**config.mk**
```make
export PLATFORM = sky130hd
export DESIGN_NAME = issue_slice
export DESIGN_NICKNAME = d
export VERILOG_FILES = /design/src/rtl/issue_slice.sv
export SDC_FILE = /design/constraint.sdc
export NUM_CORES = 1
export LEC_CHECK = 0
export CAP_MARGIN = 40
export CELL_PAD_IN_SITES_DETAIL_PLACEMENT = 1
export CELL_PAD_IN_SITES_GLOBAL_PLACEMENT = 1
export CORE_MARGIN = 4
export CORE_UTILIZATION = 41
export DETAILED_ROUTE_END_ITERATION = 6
export MAX_ROUTING_LAYER = met4
export PLACE_DENSITY = 0.82
export SYNTH_ARGS = -nofsm -noshare
export SYNTH_HDL_FRONTEND = slang
export SYNTH_SLANG_ARGS = --single-unit
```
**constraint.sdc**
```tcl
create_clock -name aclk -period 2.52 [get_ports aclk]
set_input_delay 0.504 -clock aclk [delete_from_list [all_inputs] [get_ports aclk]]
set_output_delay 0.504 -clock aclk [all_outputs]
set_load 0.1 [all_outputs]
```
**src/rtl/issue_slice.sv**
```systemverilog
// issue_slice: 2-entry registered AXI-Stream skid slice enforcing hazard lock/stall/flush.
// Define ISSUE_SLICE_PERF_EN to add the lock_cycles/stall_cycles hazard counters.
module issue_slice #(
    parameter int WIDTH = 64
) (
    input  logic             aclk,
    input  logic             aresetn,
    input  logic [WIDTH-1:0] s_tdata,
    input  logic             s_tvalid,
    output logic             s_tready,
    output logic [WIDTH-1:0] m_tdata,
    output logic             m_tvalid,
    input  logic             m_tready,
    input  logic             lock,
    input  logic             stall,
    input  logic             flush,
    output logic [1:0]       count
`ifdef ISSUE_SLICE_PERF_EN
    ,
    output logic [31:0]      lock_cycles,
    output logic [31:0]      stall_cycles
`endif
);
    typedef enum logic [1:0] {EMPTY = 2'd0, ONE = 2'd1, FULL = 2'd2} state_t;

    state_t           state;
    state_t           state_nxt;
    logic [WIDTH-1:0] e1;
    logic             in_x;
    logic             out_x;

    assign count    = state;
    assign m_tvalid = (state != EMPTY) & ~lock;
    assign out_x    = m_tvalid & m_tready;
    assign in_x     = s_tvalid & s_tready & ~stall;

    always_comb begin
        state_nxt = state;
        if (flush)
            state_nxt = EMPTY;
        else if (state == EMPTY)
            state_nxt = in_x ? ONE : EMPTY;
        else if (state == ONE)
            state_nxt = (in_x == out_x) ? ONE : (in_x ? FULL : EMPTY);
        else
            state_nxt = out_x ? ONE : FULL;
    end

    // e0 lives directly in m_tdata; flush leaves both entries untouched
    always_ff @(posedge aclk or negedge aresetn) begin
        if (!aresetn) begin
            state    <= EMPTY;
            s_tready <= 1'b0;
            m_tdata  <= '0;
            e1       <= '0;
        end else begin
            state    <= state_nxt;
            s_tready <= state_nxt != FULL;
            if (!flush) begin
                if (in_x && (state == EMPTY || out_x))
                    m_tdata <= s_tdata;
                else if (out_x && state == FULL)
                    m_tdata <= e1;
                if (in_x && !out_x && state == ONE)
                    e1 <= s_tdata;
            end
        end
    end

`ifdef ISSUE_SLICE_PERF_EN
    always_ff @(posedge aclk or negedge aresetn) begin
        if (!aresetn) begin
            lock_cycles  <= '0;
            stall_cycles <= '0;
        end else begin
            if (lock && state != EMPTY)
                lock_cycles <= lock_cycles + 32'd1;
            if (stall && s_tvalid)
                stall_cycles <= stall_cycles + 32'd1;
        end
    end
`endif
endmodule

```
### Yosys cells after proc, flatten, opt, wreduce, memory -nomap -nowiden

Cells that the tools add are included.

| operators by class | value |
|---|---|
| equal/unequal tests | 4 |
| bitwise gates (word level) | 7 |
| multiplexer cells | 9 |
| reductions and logical operators | 11 |

Operators with widths:

| operator | number |
|---|---|
| 2-to-1 mux 64 bit | 2 |
| 2-to-1 mux 2 bit | 6 |
| bitwise AND 1 bit | 4 |
| logical AND 1 bit | 4 |
| AND reduction 2 bit | 2 |
| nonzero test 2 bit | 2 |
| inverter 1 bit | 3 |
| equality test 2 x 1 -> 1 bit, second input constant | 1 |
| equality test 2 bit, second input constant | 1 |
| logical NOT 2 bit | 1 |
| inequality test 2 bit, second input constant | 1 |
| equality test 1 bit | 1 |
| logical NOT 1 bit | 1 |
| logical OR 1 bit | 1 |
| 2-to-1 mux 1 bit | 1 |

| word-level totals | value |
|---|---|
| bits in registers | 131 |
| output and inout bits | 68 |
| input port bits | 71 |
| logic and storage cells | 35 |

### Longest topological paths before layout

| depth | value |
|---|---|
| depth in word-level cells | 9 |
| depth in mapped cells | 9 |
| depth with buffers taken out | 6 |

### Worst setup path after synthesis

No wires, ideal clock.

| timing | value |
|---|---|
| path kind | reg2reg |
| start point | register s_tready |
| end point | register e1[10] |
| period minus slack after synthesis | 3.024 ns |
| library setup time | 0.125 ns |
| data arrival time | 2.899 ns |
| path slack | -0.504 ns |
| cell stages (with the launch flop) | 10 |
| cells stage by stage | dfrtp_1 -> nand3b_1 -> clkbuf_1 -> buf_2 -> inv_1 -> ha_1 -> nand3b_1 -> nor2_2 -> buf_2 -> mux2_2 |

| between the ends | value |
|---|---|
| longest elaborated chain between the ends | 5 |

RTL lines:

| what | line | text |
|---|---|---|
| from (decl) | 10 | `output logic s_tready,` |
| from (signal assigned) | 53 | `s_tready <= 1'b0;` |
| from (signal assigned) | 58 | `s_tready <= state_nxt != FULL;` |
| bitwise AND 1 bit (2 in series) | 35 | `assign in_x = s_tvalid & s_tready & ~stall;` |
| logical AND 1 bit (2 in series) | 64 | `if (in_x && !out_x && state == ONE)` |
| AND reduction 2 bit (no source line) | - |  |
| to (signal assigned) | 65 | `e1 <= s_tdata;` |
| to (decl) | 28 | `logic [WIDTH-1:0] e1;` |

No other way between the ends.
A chain may end at the register's enable or synchronous reset.

### Worst setup path after layout

| timing | value |
|---|---|
| start point | register state[1] (netlist: count[1]) |
| end point | register e1[15] |

| between the ends | value |
|---|---|
| longest elaborated chain between the ends | 7 |
| elaborated cells on any way between the ends | 8 |
| those cells by class | 1 x eq/ne; 2 x bitwise; 5 x reduce/logical |

RTL lines:

| what | line | text |
|---|---|---|
| from (decl) | 26 | `state_t state;` |
| from (signal assigned) | 57 | `state <= state_nxt;` |
| nonzero test 2 bit | 33 | `assign m_tvalid = (state != EMPTY) & ~lock;` |
| bitwise AND 1 bit | 33 |  |
| bitwise AND 1 bit | 34 | `assign out_x = m_tvalid & m_tready;` |
| logical NOT 1 bit | 64 |  |
| logical AND 1 bit | 64 |  |
| logical AND 1 bit * | 64 |  |
| AND reduction 2 bit (no source line) * | - |  |

Every way passes the cells marked *; elsewhere a longest branch is shown, timed or not.

==> results.json <==
{
  "status": "finished clean",
  "final_common_cell": "mux2_2",
  "fmax_ghz": 0.456,
  "yosysTopAreaCell": "dfrtp_1",
  "holdPathStages": 1,
  "synth_seq_cells": 131,
  "netlist_instances": 361,
  "grt_setup_unrepaired": "false",
  "multiInputGateArea_mm2": 0.00238,
  "drc": 0,
  "drv_cap": 0,
  "final_cells": 702,
  "cp_data_arrival_time_ps": 2480,
  "first_pass_iters": 4,
  "core_area_mm2": 0.0138,
  "grt-ovfl-total": 0,
  "rows": 43,
  "fin_crit_ps": 2190,
  "hp-start": "e1[4]$_DFFE_PN0P_",
  "criticalPathCategory": "reg -> reg",
  "slew_viol_final": 0,
  "cp-end-kind": "flip-flop",
  "yosys.area.top_type_share_pct": 56.6,
  "syn_avg_cell_area_um2": 16.0,
  "drt_iter0_drc": 142,
  "finalSetupViolations": 0,
  "critPathMaxFanout": 32,
  "mostFrequentLayoutCells": "mux2_2, dfrtp_1, buf_4",
  "num_vias": 3496,
  "cp_data_required_time_ps": 2810,
  "dp_hpwl_um": 9040,
  "die-area_mm2": 0.0161,
  "hold_viol": 0,
  "postCtsHoldBufs": 1,
  "cts_resized": 0,
  "port-buffer-count": 138,
  "antenna_found_initial": 0,
  "clk_pin_slew_ps": 50,
  "synth_area_leaders": "dfrtp_1, mux2_2, mux2_4",
  "synthDistinctLibCells": 20,
  "tightest_slew_ps": 548,
  "timing.reg2reg.setup_slack_ps": 330,
  "wl_per_cell_um": 18.7,
  "min_period_over_period_pct": 87.0,
  "die_w_um": 127,
  "placed_cells_incl_taps": 671,
  "regArea_mm2": 0.00328,
  "worstHoldEndpoint": "e1[4]$_DFFE_PN0P_",
  "cts_sinks": 131,
  "nets": 583,
  "postCtsSetupBuffers": 0,
  "io_pins": 139,
  "gr-usage-all-layers_pct": 17.8,
  "clock_skew_ps": 5.05,
  "numCtsBuffers": 17,
  "via_per_inst": 4.98,
  "clk_path_buf_depth": 2,
  "synth.net_count": 433,
  "detail-route-antenna-nets": 0,
  "clk_latency_ps": 410,
  "hold_class": "reg -> reg",
  "grt_pass1_wl_um": 21700,
  "cts_tree": "done",
  "syn-cell-area_mm2": 0.00579,
  "cts_root_buf": "clkbuf_16",
  "drive_gt1_share_pct": 58.4,
  "fill_cells": 1305,
  "wl_um": 13100,
  "htreeDepth": 4,
  "grt_max_degree": 81,
  "routabilityCongestion": 0.772,
  "rr_startpoint": "count[1]$_DFF_PN0_",
  "grt_pass1_vias": 4013,
  "worstReg2RegEnd": "e1[15]$_DFFE_PN0P_",
  "r2r_cells": 7,
  "die_h_um": 127,
  "synth_seq_area_share_pct": 56.6,
  "slew_headroom_pct": 63.5,
  "synth_warnings": 0,
  "areaGrowthSynthToFinish_pct": 34.7,
  "crit_start": "count[1]$_DFF_PN0_",
  "initial_core_util_pct": 41.9,
  "antenna_cells": 0,
  "startpoint_type": "flip-flop"
}
[layer usage]
| layer | up-vias | share of wire [%] | track usage, % |
|---|---|---|---|
| met5 | - | 0 | - |
| met4 | 0 | 2.2 | 7.63 |
| met3 | 22 | 4.1 | 4.17 |
| met2 | 87 | 53 | 29.3 |
| met1 | 1788 | 40 | 20.8 |
| li1 | 1599 | - | - |
[kinds of logic after synthesis]
kind of cell,after synthesis,share of synthesized area [%]
buffers and inverters,20,2.29
AND/OR/NAND/NOR,13,1.34
adder cells (fa/ha/maj),1,0.216
multiplexers,192,38.7
AO/OA/AOI/OAI,4,0.843
flip-flops,131,56.6
[synthesized netlist by cell type]
cell type	number
a21oi_1	1
a221o_1	1
a221oi_4	1
a22oi_1	1
and3b_1	1
buf_2	10
buf_6	6
clkbuf_1	3
dfrtp_1	131
ha_1	1
inv_1	1
mux2_2	172
mux2_4	20
nand2_1	2
nand2b_1	2
nand3b_1	2
nor2_1	3
nor2_2	1
or2_4	1
or2b_1	1
[worst max path at each step]
stage                              end  slack (ps)  depth (start not counted)
floorplan           e1[10]$_DFFE_PN0P_          20                          9
global placement     e1[8]$_DFFE_PN0P_          40                          8
detailed placement  e1[15]$_DFFE_PN0P_         -30                          8
CTS                 e1[15]$_DFFE_PN0P_         290                          7
global route         e1[3]$_DFFE_PN0P_         220                          7
finish              e1[15]$_DFFE_PN0P_         330                          7
[cell type report]
cell class                 count  share of cell area, %
sequential                   131                   42.1
multi-input combinational    210                   30.6
timing repair buffer         150                   17.7
clock buffer                  25                   6.36
tap                          180                   2.89
clock inverter                 5                  0.353
inverter                       1                 0.0481
[registers in the layout, summed over array words and instances, names as in the netlist]
register,cells
count,2
m_tdata,64
s_tready,1
e1,64
[per-stage QoR]
stage	setup TNS, ps	instance area, µm²	setup WS, ps	hold WS [ps]	util [%]
after detailed placement	-474	7260	-34.4	400	52.5
after global routing	0	7800	217	513	56.4
after global placement	0	7260	44.9	400	52.5
after CTS	0	7800	289	504	56.4
after floorplan	0	5800	24.0	208	-
final	0	7800	326	500	56.4
[critical path: stages, from the launching register on]
cell and delay (ps):
dfrtp_2 450, or2_4 280, or2b_1 150, ha_1 140
nand3b_1 190, nor2_4 240, buf_12 230, mux2_2 370
Power is not shown: default switching activity piles up to over one toggle a cycle in this logic, so the estimate is an artifact.
